## config.mk

```make
export PLATFORM = sky130hd
export DESIGN_NAME = fwd_hazard_unit_flat
export DESIGN_NICKNAME = d
export VERILOG_FILES = /design/src/rtl/fwd_hazard_unit_pkg.sv /design/src/rtl/fwd_hazard_unit_if.sv /design/src/rtl/fwd_hazard_unit_match.sv /design/src/rtl/fwd_hazard_unit.sv /design/src/flat_wrapper.sv
export SDC_FILE = /design/constraint.sdc
export NUM_CORES = 1
export LEC_CHECK = 0
export BUFFER_PORTS_ARGS = -buffer_cell sky130_fd_sc_hd__buf_2
export CAP_MARGIN = 20
export CORE_ASPECT_RATIO = 1.1
export CORE_MARGIN = 10
export CORE_UTILIZATION = 45
export CTS_BUF_LIST = sky130_fd_sc_hd__clkbuf_8
export DETAILED_ROUTE_END_ITERATION = 8
export HOLD_SLACK_MARGIN = 0.03
export PLACE_DENSITY = 0.85
export SLEW_MARGIN = 40
export SYNTH_ARGS = -nofsm -noshare
export SYNTH_HDL_FRONTEND = slang
export SYNTH_SLANG_ARGS = --single-unit
```

## constraint.sdc

```tcl
create_clock -name CLK -period 6.41 [get_ports CLK]
set_clock_uncertainty 0.1 [all_clocks]
set_input_delay 0.9615 -clock CLK [delete_from_list [all_inputs] [get_ports CLK]]
set_output_delay 0.9615 -clock CLK [all_outputs]
set_load 0.05 [all_outputs]
```

## src/rtl/fwd_hazard_unit_pkg.sv

```systemverilog
// rtl/fwd_hazard_unit_pkg.sv - shared types for the forwarding/hazard unit.
// Feature macro FWD_WB_BYPASS_EN adds a WB-to-ID bypass path.
package fwd_pkg;

   localparam int AW = 5;

   typedef enum logic [1:0] {
      FWD_RF  = 2'd0,
      FWD_MEM = 2'd1,
      FWD_WB  = 2'd2
   } fwd_sel_t;

   typedef enum logic [1:0] {
      RUN,
      LDUSE,
      MEMWAIT
   } hz_state_t;

   typedef logic [AW-1:0] regbits_t;

endpackage

```

## src/rtl/fwd_hazard_unit_if.sv

```systemverilog
// rtl/fwd_hazard_unit_if.sv - pipeline-side bundle of the forwarding/hazard unit.
// Feature macro FWD_WB_BYPASS_EN adds wb_rd, wb_regwr and id_bypass.
interface fwd_hazard_unit_if #(
   parameter int NREAD = 2,
   parameter int AW    = 5,
   parameter int CNT_W = 16
);
   logic [NREAD*AW-1:0] id_src;
   logic [NREAD-1:0]    id_src_en;
   logic [AW-1:0]       ex_rd;
   logic                ex_regwr;
   logic                ex_memread;
   logic [AW-1:0]       mem_rd;
   logic                mem_regwr;
   logic                mem_memread;
   logic                mem_dhit;
   logic                flush;
   logic [NREAD*2-1:0]  fwd_sel;
   logic                stall_id;
   logic                freeze_all;
   logic [CNT_W-1:0]    stall_cnt;
`ifdef FWD_WB_BYPASS_EN
   logic [AW-1:0]       wb_rd;
   logic                wb_regwr;
   logic [NREAD-1:0]    id_bypass;
`endif

   modport master (
      output id_src, id_src_en, ex_rd, ex_regwr, ex_memread,
      output mem_rd, mem_regwr, mem_memread, mem_dhit, flush,
`ifdef FWD_WB_BYPASS_EN
      output wb_rd, wb_regwr,
      input  id_bypass,
`endif
      input  fwd_sel, stall_id, freeze_all, stall_cnt
   );

   modport slave (
      input  id_src, id_src_en, ex_rd, ex_regwr, ex_memread,
      input  mem_rd, mem_regwr, mem_memread, mem_dhit, flush,
`ifdef FWD_WB_BYPASS_EN
      input  wb_rd, wb_regwr,
      output id_bypass,
`endif
      output fwd_sel, stall_id, freeze_all, stall_cnt
   );

endinterface

```

## src/rtl/fwd_hazard_unit_match.sv

```systemverilog
// rtl/fwd_hazard_unit_match.sv - per-operand producer compare and select priority.
// Feature macro FWD_WB_BYPASS_EN adds the WB compare output.
module fwd_match #(
   parameter int AW = 5
) (
   input  logic [AW-1:0] src_i,
   input  logic          en_i,
   input  logic [AW-1:0] ex_rd_i,
   input  logic          ex_regwr_i,
   input  logic [AW-1:0] mem_rd_i,
   input  logic          mem_regwr_i,
`ifdef FWD_WB_BYPASS_EN
   input  logic [AW-1:0] wb_rd_i,
   input  logic          wb_regwr_i,
   output logic          bypass_o,
`endif
   output logic [1:0]    sel_o,
   output logic          match_ex_o
);
   import fwd_pkg::*;

   logic     live;
   logic     match_mem;
   fwd_sel_t sel;

   // r0 is hard-wired zero, so a write to it never produces forwardable data
   assign live = en_i && (src_i != '0);

   always_comb begin
      match_ex_o = live && ex_regwr_i && (ex_rd_i == src_i);
      match_mem  = live && mem_regwr_i && (mem_rd_i == src_i);
      sel        = FWD_RF;
      if (match_ex_o) begin
         sel = FWD_MEM;
      end else if (match_mem) begin
         sel = FWD_WB;
      end
      sel_o = sel;
   end

`ifdef FWD_WB_BYPASS_EN
   assign bypass_o = live && wb_regwr_i && (wb_rd_i == src_i);
`endif

endmodule

```

## src/rtl/fwd_hazard_unit.sv

```systemverilog
// rtl/fwd_hazard_unit.sv - ID-stage forwarding resolve, load-use interlock, memory-wait freeze.
// Feature macro FWD_WB_BYPASS_EN enables id_bypass for a non-write-first regfile.
module fwd_hazard_unit #(
   parameter int NREAD = 2,
   parameter int AW    = 5,
   parameter int CNT_W = 16
) (
   input logic               CLK,
   input logic               RST,
   fwd_hazard_unit_if.slave  bus
);
   import fwd_pkg::*;

   hz_state_t          state_q, state_d;
   logic [NREAD*2-1:0] sel_next, sel_q, sel_d;
   logic [NREAD-1:0]   match_ex;
   logic [CNT_W-1:0]   cnt_q, cnt_d;
   logic               load_use, mem_wait;
   logic               stall_id, freeze_all;
`ifdef FWD_WB_BYPASS_EN
   logic [NREAD-1:0]   bypass_raw;
`endif

   for (genvar gi = 0; gi < NREAD; gi++) begin : g_op
      fwd_match #(.AW(AW)) u_match (
         .src_i       (bus.id_src[gi*AW +: AW]),
         .en_i        (bus.id_src_en[gi]),
         .ex_rd_i     (bus.ex_rd),
         .ex_regwr_i  (bus.ex_regwr),
         .mem_rd_i    (bus.mem_rd),
         .mem_regwr_i (bus.mem_regwr),
`ifdef FWD_WB_BYPASS_EN
         .wb_rd_i     (bus.wb_rd),
         .wb_regwr_i  (bus.wb_regwr),
         .bypass_o    (bypass_raw[gi]),
`endif
         .sel_o       (sel_next[gi*2 +: 2]),
         .match_ex_o  (match_ex[gi])
      );
   end

   assign load_use = bus.ex_memread && (|match_ex);
   assign mem_wait = bus.mem_memread && !bus.mem_dhit;

   always_ff @(posedge CLK) begin
      if (RST) begin
         state_q <= RUN;
      end else begin
         state_q <= state_d;
      end
   end

   // A memory stall outranks the interlock; the interlock is re-evaluated from RUN
   always_comb begin
      state_d = state_q;
      case (state_q)
         RUN: begin
            if (mem_wait) begin
               state_d = MEMWAIT;
            end else if (load_use) begin
               state_d = LDUSE;
            end
         end
         LDUSE:   state_d = RUN;
         MEMWAIT: if (bus.mem_dhit) state_d = RUN;
         default: state_d = RUN;
      endcase
   end

   always_comb begin
      freeze_all = !RST && mem_wait;
      stall_id   = !RST && load_use && !mem_wait;
   end

   always_comb begin
      sel_d = sel_q;
      cnt_d = cnt_q;
      if (!freeze_all) begin
         sel_d = (bus.flush || stall_id) ? '0 : sel_next;
      end
      if ((stall_id || freeze_all) && !(&cnt_q)) begin
         cnt_d = cnt_q + CNT_W'(1);
      end
   end

   always_ff @(posedge CLK) begin
      if (RST) begin
         sel_q <= '0;
         cnt_q <= '0;
      end else begin
         sel_q <= sel_d;
         cnt_q <= cnt_d;
      end
   end

   assign bus.fwd_sel    = sel_q;
   assign bus.stall_id   = stall_id;
   assign bus.freeze_all = freeze_all;
   assign bus.stall_cnt  = cnt_q;
`ifdef FWD_WB_BYPASS_EN
   assign bus.id_bypass  = RST ? '0 : bypass_raw;
`endif

endmodule

```

## src/flat_wrapper.sv

```systemverilog
// flat-port wrapper written by rule: the top's interface ports become plain ports
module fwd_hazard_unit_flat import fwd_pkg::*;
#(
   parameter int NREAD = 2,
   parameter int AW    = 5,
   parameter int CNT_W = 16
)
  (CLK, RST, bus_id_src, bus_id_src_en, bus_ex_rd, bus_ex_regwr, bus_ex_memread, bus_mem_rd, bus_mem_regwr, bus_mem_memread, bus_mem_dhit, bus_flush, bus_fwd_sel, bus_stall_id, bus_freeze_all, bus_stall_cnt);
  fwd_hazard_unit_if #(.NREAD(NREAD), .AW(AW), .CNT_W(CNT_W)) bus_i ();
  input logic CLK;
  input logic RST;
  input wire logic [$bits(bus_i.id_src)-1:0] bus_id_src;
  input wire logic [$bits(bus_i.id_src_en)-1:0] bus_id_src_en;
  input wire logic [$bits(bus_i.ex_rd)-1:0] bus_ex_rd;
  input wire logic [$bits(bus_i.ex_regwr)-1:0] bus_ex_regwr;
  input wire logic [$bits(bus_i.ex_memread)-1:0] bus_ex_memread;
  input wire logic [$bits(bus_i.mem_rd)-1:0] bus_mem_rd;
  input wire logic [$bits(bus_i.mem_regwr)-1:0] bus_mem_regwr;
  input wire logic [$bits(bus_i.mem_memread)-1:0] bus_mem_memread;
  input wire logic [$bits(bus_i.mem_dhit)-1:0] bus_mem_dhit;
  input wire logic [$bits(bus_i.flush)-1:0] bus_flush;
  output wire logic [$bits(bus_i.fwd_sel)-1:0] bus_fwd_sel;
  output wire logic [$bits(bus_i.stall_id)-1:0] bus_stall_id;
  output wire logic [$bits(bus_i.freeze_all)-1:0] bus_freeze_all;
  output wire logic [$bits(bus_i.stall_cnt)-1:0] bus_stall_cnt;
  assign bus_i.id_src = bus_id_src;
  assign bus_i.id_src_en = bus_id_src_en;
  assign bus_i.ex_rd = bus_ex_rd;
  assign bus_i.ex_regwr = bus_ex_regwr;
  assign bus_i.ex_memread = bus_ex_memread;
  assign bus_i.mem_rd = bus_mem_rd;
  assign bus_i.mem_regwr = bus_mem_regwr;
  assign bus_i.mem_memread = bus_mem_memread;
  assign bus_i.mem_dhit = bus_mem_dhit;
  assign bus_i.flush = bus_flush;
  assign bus_fwd_sel = bus_i.fwd_sel;
  assign bus_stall_id = bus_i.stall_id;
  assign bus_freeze_all = bus_i.freeze_all;
  assign bus_stall_cnt = bus_i.stall_cnt;
  fwd_hazard_unit #(.NREAD(NREAD), .AW(AW), .CNT_W(CNT_W)) u_core (.CLK(CLK), .RST(RST), .bus(bus_i));
endmodule
```

==> impl_metrics.py, run 1 <==
metrics = {
    "run_status": {
        "outcome": "finished, final reports clean",
    },
    "setup_path": {
        "worstPathMaxFanout": 10,
        "setup.worst_path.start_class": "input pin",
        "critPathKind": "input pin to primary output",
        "required_ps": 5350,
        "reg2reg_to": "u_core.bus.stall_cnt[5]$_SDFFE_PP0P_",
        "cp-startpoint": "bus_id_src[5]",
        "cp_data_arrival_time_ps": 2630,
        "r2r-start": "u_core.bus.stall_cnt[0]$_SDFFE_PP0P_",
        "crit_end": "bus_stall_id",
        "worstSetupEndpointType": "primary output",
        "r2r_cells": 7,
        "rrSetupSlack_ps": 4140,
    },
    "logic_synthesis": {
        "synth_warnings": 0,
        "syn_inst": 161,
        "synth_area_um2": 1401,
        "synth_area_leaders": "dfxtp_1, mux2_2, xnor2_1, xor2_1, nor2b_1",
        "yosys.area.top_type": "dfxtp_1",
        "synthesis.nets": 192,
        "synth-seq-area-share": 0.2857,
        "async_reset_ff_frac": 0,
        "synth_ff_type": "dfxtp_1",
        "synth_top_area_frac": 0.2857,
        "synth_cell_types": 46,
        "ys_seq_elements": 20,
        "syn_avg_cell_area_um2": 8.704,
        "synth_edf_count": 0,
    },
    "cts": {
        "cts-resized-gates": 0,
        "cts_setup_buffers": 0,
        "clkTransAtPathRegs_ps": 80,
        "root_buffer": "clkbuf_8",
        "numClockSinks": 20,
        "cts_tree": "built",
        "clkLatencyLatePin_ps": 260,
        "cts_hold_buf": 0,
        "cts-htree-levels": 1,
        "cts_made_buffers": 3,
        "clk_path_buf_depth": 2,
    },
    "sta": {
        "period_needed_ps": 3693,
        "relSlewSlack": 0.5905,
        "setup_tns_ps": 0,
        "hold_viol_final": 0,
        "rsz0062_at_grt": "false",
        "slew_viol_final": 0,
        "finalSetupViolations": 0,
        "max_slew.worst_pin.slew_ps": 613.0,
        "finalCritPeriodShare": 0.5761,
        "fmax_mhz": 270.8,
    },
    "global_routing": {
        "grt_usage": 0.1217,
        "grt_antenna_before_repair": 0,
        "grt_max_degree": 31,
        "first_global_vias": 1364,
        "grt_pass1_wl_um": 5975,
        "grt-ovfl-total": 0,
    },
    "routing": {
        "viasPerCell": 5.455,
        "dr_wl_met3_um": 357,
        "wl_per_cell_um": 14.04,
        "drc_errors": 0,
        "drt-initial-drc-count": 104,
        "top_layer_used": "met4",
        "antenna_left": 0,
        "dr_wl_met2_um": 1603,
        "routed_wl_um": 3453,
        "met1_length_um": 1462,
        "dr.pass1.iters": 4,
        "num_vias": 1342,
    },
    "place": {
        "gp_congestion": 0.8337,
        "dpl.hpwl_um": 2810,
        "portBuffers": 51,
        "placed_area_um2": 1667,
    },
    "finish": {
        "regArea_um2": 400.4,
        "final_common_cell": "buf_2",
        "num_antenna_cells": 0,
        "fillers": 278,
        "multi_input_area_um2": 954.7,
        "fin_nets": 244,
        "final_util": 0.5752,
        "area_growth_pct": 24.02,
        "final_cell_mix": "buf_2, dfxtp_1, nor2_1",
        "post-route-cell-area_um2": 1738,
        "drive_gt1_frac": 0.3538,
    },
    "power": {
        "powerDensity_nw_per_um2": 170.7,
        "p_total_mw": 0.2967,
        "leakage_nw": 0.7542,
        "ir_drop_mv": 0.1577,
    },
    "floorplan": {
        "initial_core_util": 0.4638,
        "core_region_area_um2": 3022,
        "io_pins": 52,
        "num_rows": 21,
        "die_h_um": 78.53,
        "die_x_um": 73.21,
        "die-area_um2": 5749,
    },
    "flow_run": {
        "maxCapViolCount": 0,
    },
    "hold_path": {
        "hold_path.class": "flop to flop",
    },
}
[metrics by stage]
stage	setup WS [ps]	cells	hold WS, ps
2_1_floorplan	3074	161	588.5
3_3_place_gp	2731	242	357.2
3_5_place_dp	2724	242	356.2
4_1_cts	2715	246	376.1
5_1_grt	2628	246	384.2
6_report	2717	246	370.8
[where the power goes]
group,switching [mW],internal [mW]
logic,0.0243,0.0190
clock network,0.0439,0.0834
registers,0.00103,0.125
total,0.0692,0.228
[worst min-delay path by stage]
stage                                    startpoint                              endpoint  cells past startpoint
3_5_place_dp     u_core.bus.fwd_sel[3]$_SDFFE_PP0N_    u_core.bus.fwd_sel[3]$_SDFFE_PP0N_                      1
5_1_grt          u_core.bus.fwd_sel[3]$_SDFFE_PP0N_    u_core.bus.fwd_sel[3]$_SDFFE_PP0N_                      1
4_1_cts          u_core.bus.fwd_sel[3]$_SDFFE_PP0N_    u_core.bus.fwd_sel[3]$_SDFFE_PP0N_                      1
6_report         u_core.bus.fwd_sel[3]$_SDFFE_PP0N_    u_core.bus.fwd_sel[3]$_SDFFE_PP0N_                      1
2_1_floorplan  u_core.bus.stall_cnt[6]$_SDFFE_PP0P_  u_core.bus.stall_cnt[6]$_SDFFE_PP0P_                      1
3_3_place_gp   u_core.bus.stall_cnt[6]$_SDFFE_PP0P_  u_core.bus.stall_cnt[6]$_SDFFE_PP0P_                      1
[worst max-delay path, stage by stage]
cell and delay (ps):
buf_2 120, or4_1 510, o21ai_1 150, and4b_4 240, o211ai_4 320, inv_4 90
buf_2 230
[cells in the mapped netlist, types with 4 or more instances]
cell type	instances
a21oi_1	8
dfxtp_1	20
mux2_2	10
mux2i_1	4
nand2_1	7
nand2b_1	5
nand3_1	9
nand4_1	7
nor2_1	16
nor2b_1	10
nor3_1	5
xnor2_1	11
xor2_1	9
[area by class of cell]
class | count | share of cell area
well taps | 34 | 0.02448
inverters | 3 | 0.007919
clock inverters | 1 | 0.01728
flip-flops and latches | 20 | 0.2304
clock buffers | 3 | 0.02376
repair buffers | 51 | 0.1469
multi-input cells | 134 | 0.5493
[per-layer routing]
metal,GRT usage,vias to the layer above
met2,0.2022,56
met1,0.1423,593
met4,0.01711,0
li1,-,687
met5,0,-
met3,0.05409,6
[sequential cells by signal, summed over array words and instances, names as in the netlist]
register / cells
u_core.bus.fwd_sel: 4
u_core.bus.stall_cnt: 16
[cells by family (layout without fill, tap and decap cells)]
| kind of cell | Yosys count | in the layout | synth area share |
|---|---|---|---|
| simple gates | 73 | 73 | 0.2884 |
| compound gates | 25 | 25 | 0.1393 |
| xor+xnor | 20 | 20 | 0.1250 |
| flops | 20 | 20 | 0.2857 |
| mux | 15 | 15 | 0.1196 |
| buf+inv | 7 | 58 | 0.03303 |
| fa+ha+maj | 1 | 1 | 0.008927 |
Note: power is estimated with default switching activity, not from simulation.
==> run 2, diff against run 1 <==
==> constraint.sdc (replaced) <==
create_clock -name CLK -period 3.5 [get_ports CLK]
set_clock_uncertainty 0.1 [all_clocks]
set_input_delay 0.525 -clock CLK [delete_from_list [all_inputs] [get_ports CLK]]
set_output_delay 0.525 -clock CLK [all_outputs]
set_load 0.05 [all_outputs]
==> run 2 against run 1 <==
  * Final area shrank 1.7%
  * Sequential power is 83% higher
  * Global-route usage is essentially flat
  * Setup slack worse by 2100 ps
  * Combinational power rose by 84%
  * Via count is 0.67% higher
  * First-iteration DRC count is 31% lower
  * Largest cell class unchanged
  * Largest power group is now registers
==> impl_metrics.py, run 2 (synthesis gave the netlist of run 1 again) <==
metrics = {
    "power": {
        "leakage_nw": 0.7401,
        "powerDensity_nw_per_um2": 269.3,
        "ir_drop_mv": 0.2270,
    },
    "floorplan": {
        "die_x_um": 73.21,
        "die_h_um": 78.53,
        "num_rows": 21,
        "initial_core_util": 0.4638,
        "die-area_um2": 5749,
        "io_pins": 52,
        "core_region_area_um2": 3022,
    },
    "setup_path": {
        "critical-path-slowest-cell": "or4_1",
        "rrSetupSlack_ps": 1210,
        "required_ps": 2870,
        "cp_data_arrival_time_ps": 2220,
        "slowest_delay_ps": 510,
        "worstSetupEndpointType": "primary output",
        "setup.worst_path.start_class": "input pin",
        "worst-path-buf-inv": 3,
        "cp_top_family": "simple AND/OR/NAND/NOR gates",
        "worstPathMaxFanout": 10,
        "cpMostUsedCell": "buf_2",
        "critPathKind": "input pin to primary output",
        "crit_chain": "buf_2 -> or4_1 -> o21ai_1 -> and4b_4 -> o211ai_4 -> inv_4 -> buf_2",
    },
    "sta": {
        "setup_tns_ps": 0,
        "relSlewSlack": 0.5866,
        "fmax_mhz": 352.1,
        "period_needed_ps": 2840,
        "rsz0062_at_grt": "false",
        "finalCritPeriodShare": 0.8115,
        "slew_viol_final": 0,
        "finalSetupViolations": 0,
        "hold_viol_final": 0,
        "max_slew.worst_pin.slew_ps": 618.8,
    },
    "global_routing": {
        "grt_max_degree": 31,
        "grt_usage": 0.1217,
        "grt-ovfl-total": 0,
        "first_global_vias": 1403,
        "grt_pass1_wl_um": 5885,
        "grt_antenna_before_repair": 0,
    },
    "finish": {
        "fillers": 287,
        "final_util": 0.5652,
        "num_antenna_cells": 0,
        "area_growth_pct": 21.88,
        "final_cell_mix": "buf_2, dfxtp_1, nor2_1",
        "fin_nets": 244,
        "final_common_cell": "buf_2",
        "drive_gt1_frac": 0.3507,
        "largest_reg_flops": 16,
    },
    "place": {
        "gp_congestion": 0.8325,
        "portBuffers": 51,
        "dpl.hpwl_um": 2908,
    },
    "routing": {
        "routed_wl_um": 3470,
        "wl_per_cell_um": 14.16,
        "drc_errors": 0,
        "dr.pass1.iters": 4,
        "antenna_left": 0,
        "num_vias": 1351,
        "viasPerCell": 5.514,
        "drt-initial-drc-count": 72,
    },
    "cts": {
        "clkLatencyLatePin_ps": 260,
        "numClockSinks": 20,
        "cts-resized-gates": 0,
        "root_buffer": "clkbuf_8",
        "cts_tree": "built",
        "clk_path_buf_depth": 2,
        "cts-htree-levels": 1,
        "clkTransAtPathRegs_ps": 70,
        "cts_hold_buf": 0,
        "cts_made_buffers": 3,
        "cts_setup_buffers": 0,
    },
    "run_status": {
        "outcome": "finished, final reports clean",
    },
    "hold_path": {
        "hold_path.class": "flop to flop",
    },
    "flow_run": {
        "maxCapViolCount": 0,
    },
}
[run 2: worst paths after layout]
check / start / to / depth (start not counted)
worst max-delay path: bus_id_src[5] / bus_stall_id / 7
worst min-delay path: u_core.bus.fwd_sel[3]$_SDFFE_PP0N_ / u_core.bus.fwd_sel[3]$_SDFFE_PP0N_ / 1
worst max register to register: u_core.bus.stall_cnt[0]$_SDFFE_PP0P_ / u_core.bus.stall_cnt[5]$_SDFFE_PP0P_ / 7
worst min register to register: u_core.bus.fwd_sel[3]$_SDFFE_PP0N_ / u_core.bus.fwd_sel[3]$_SDFFE_PP0N_ / 1
[run 2: layer usage]
metal | vias to the layer above | share of wire | track usage
met5 | - | 0 | 0
met2 | 43 | 0.48 | 0.2031
met3 | 4 | 0.086 | 0.05283
li1 | 686 | - | -
met4 | 0 | 0.0075 | 0.02852
met1 | 618 | 0.43 | 0.1378
[run 2: layout make-up]
| type | count | area [um2] | area share |
|---|---|---|---|
| clock buffers | 3 | 41.29 | 0.02418 |
| inverters | 3 | 13.76 | 0.008059 |
| multi-input cells | 134 | 954.7 | 0.5590 |
| flip-flops and latches | 20 | 400.4 | 0.2344 |
| well taps | 34 | 42.54 | 0.02491 |
| repair buffers | 51 | 255.2 | 0.1495 |
[run 2: worst reg2reg max path, cell delays in order (launching register included)]
cell and delay, ps:
dfxtp_1 390, ha_1 240, nand2_1 110, nor3b_1 540, nand2_1 300, nand4_1 170, a21oi_1 60, mux2_2 290
[run 2: through the flow]
stage	power, mW	instance area, um2	cells	worst slack, ps	hold slack (ps)
after floorplan	0.2854	1401	161	961.3	588.5
after global placement	0.3146	1667	242	694.4	357.0
after detailed placement	0.3167	1667	242	644.4	360.2
after CTS	0.4660	1708	245	651.9	380.5
after global routing	0.4845	1708	245	569.9	409.1
final	0.4599	1708	245	659.8	378.6
[run 2: where the power goes]
part           total [mW]  switching, mW  leakage (nW)  internal, mW
clock               0.149         0.0724        0.0216        0.0766
combinational      0.0797         0.0449         0.557        0.0348
sequential          0.231        0.00193         0.161         0.229
total               0.460          0.119         0.740         0.341
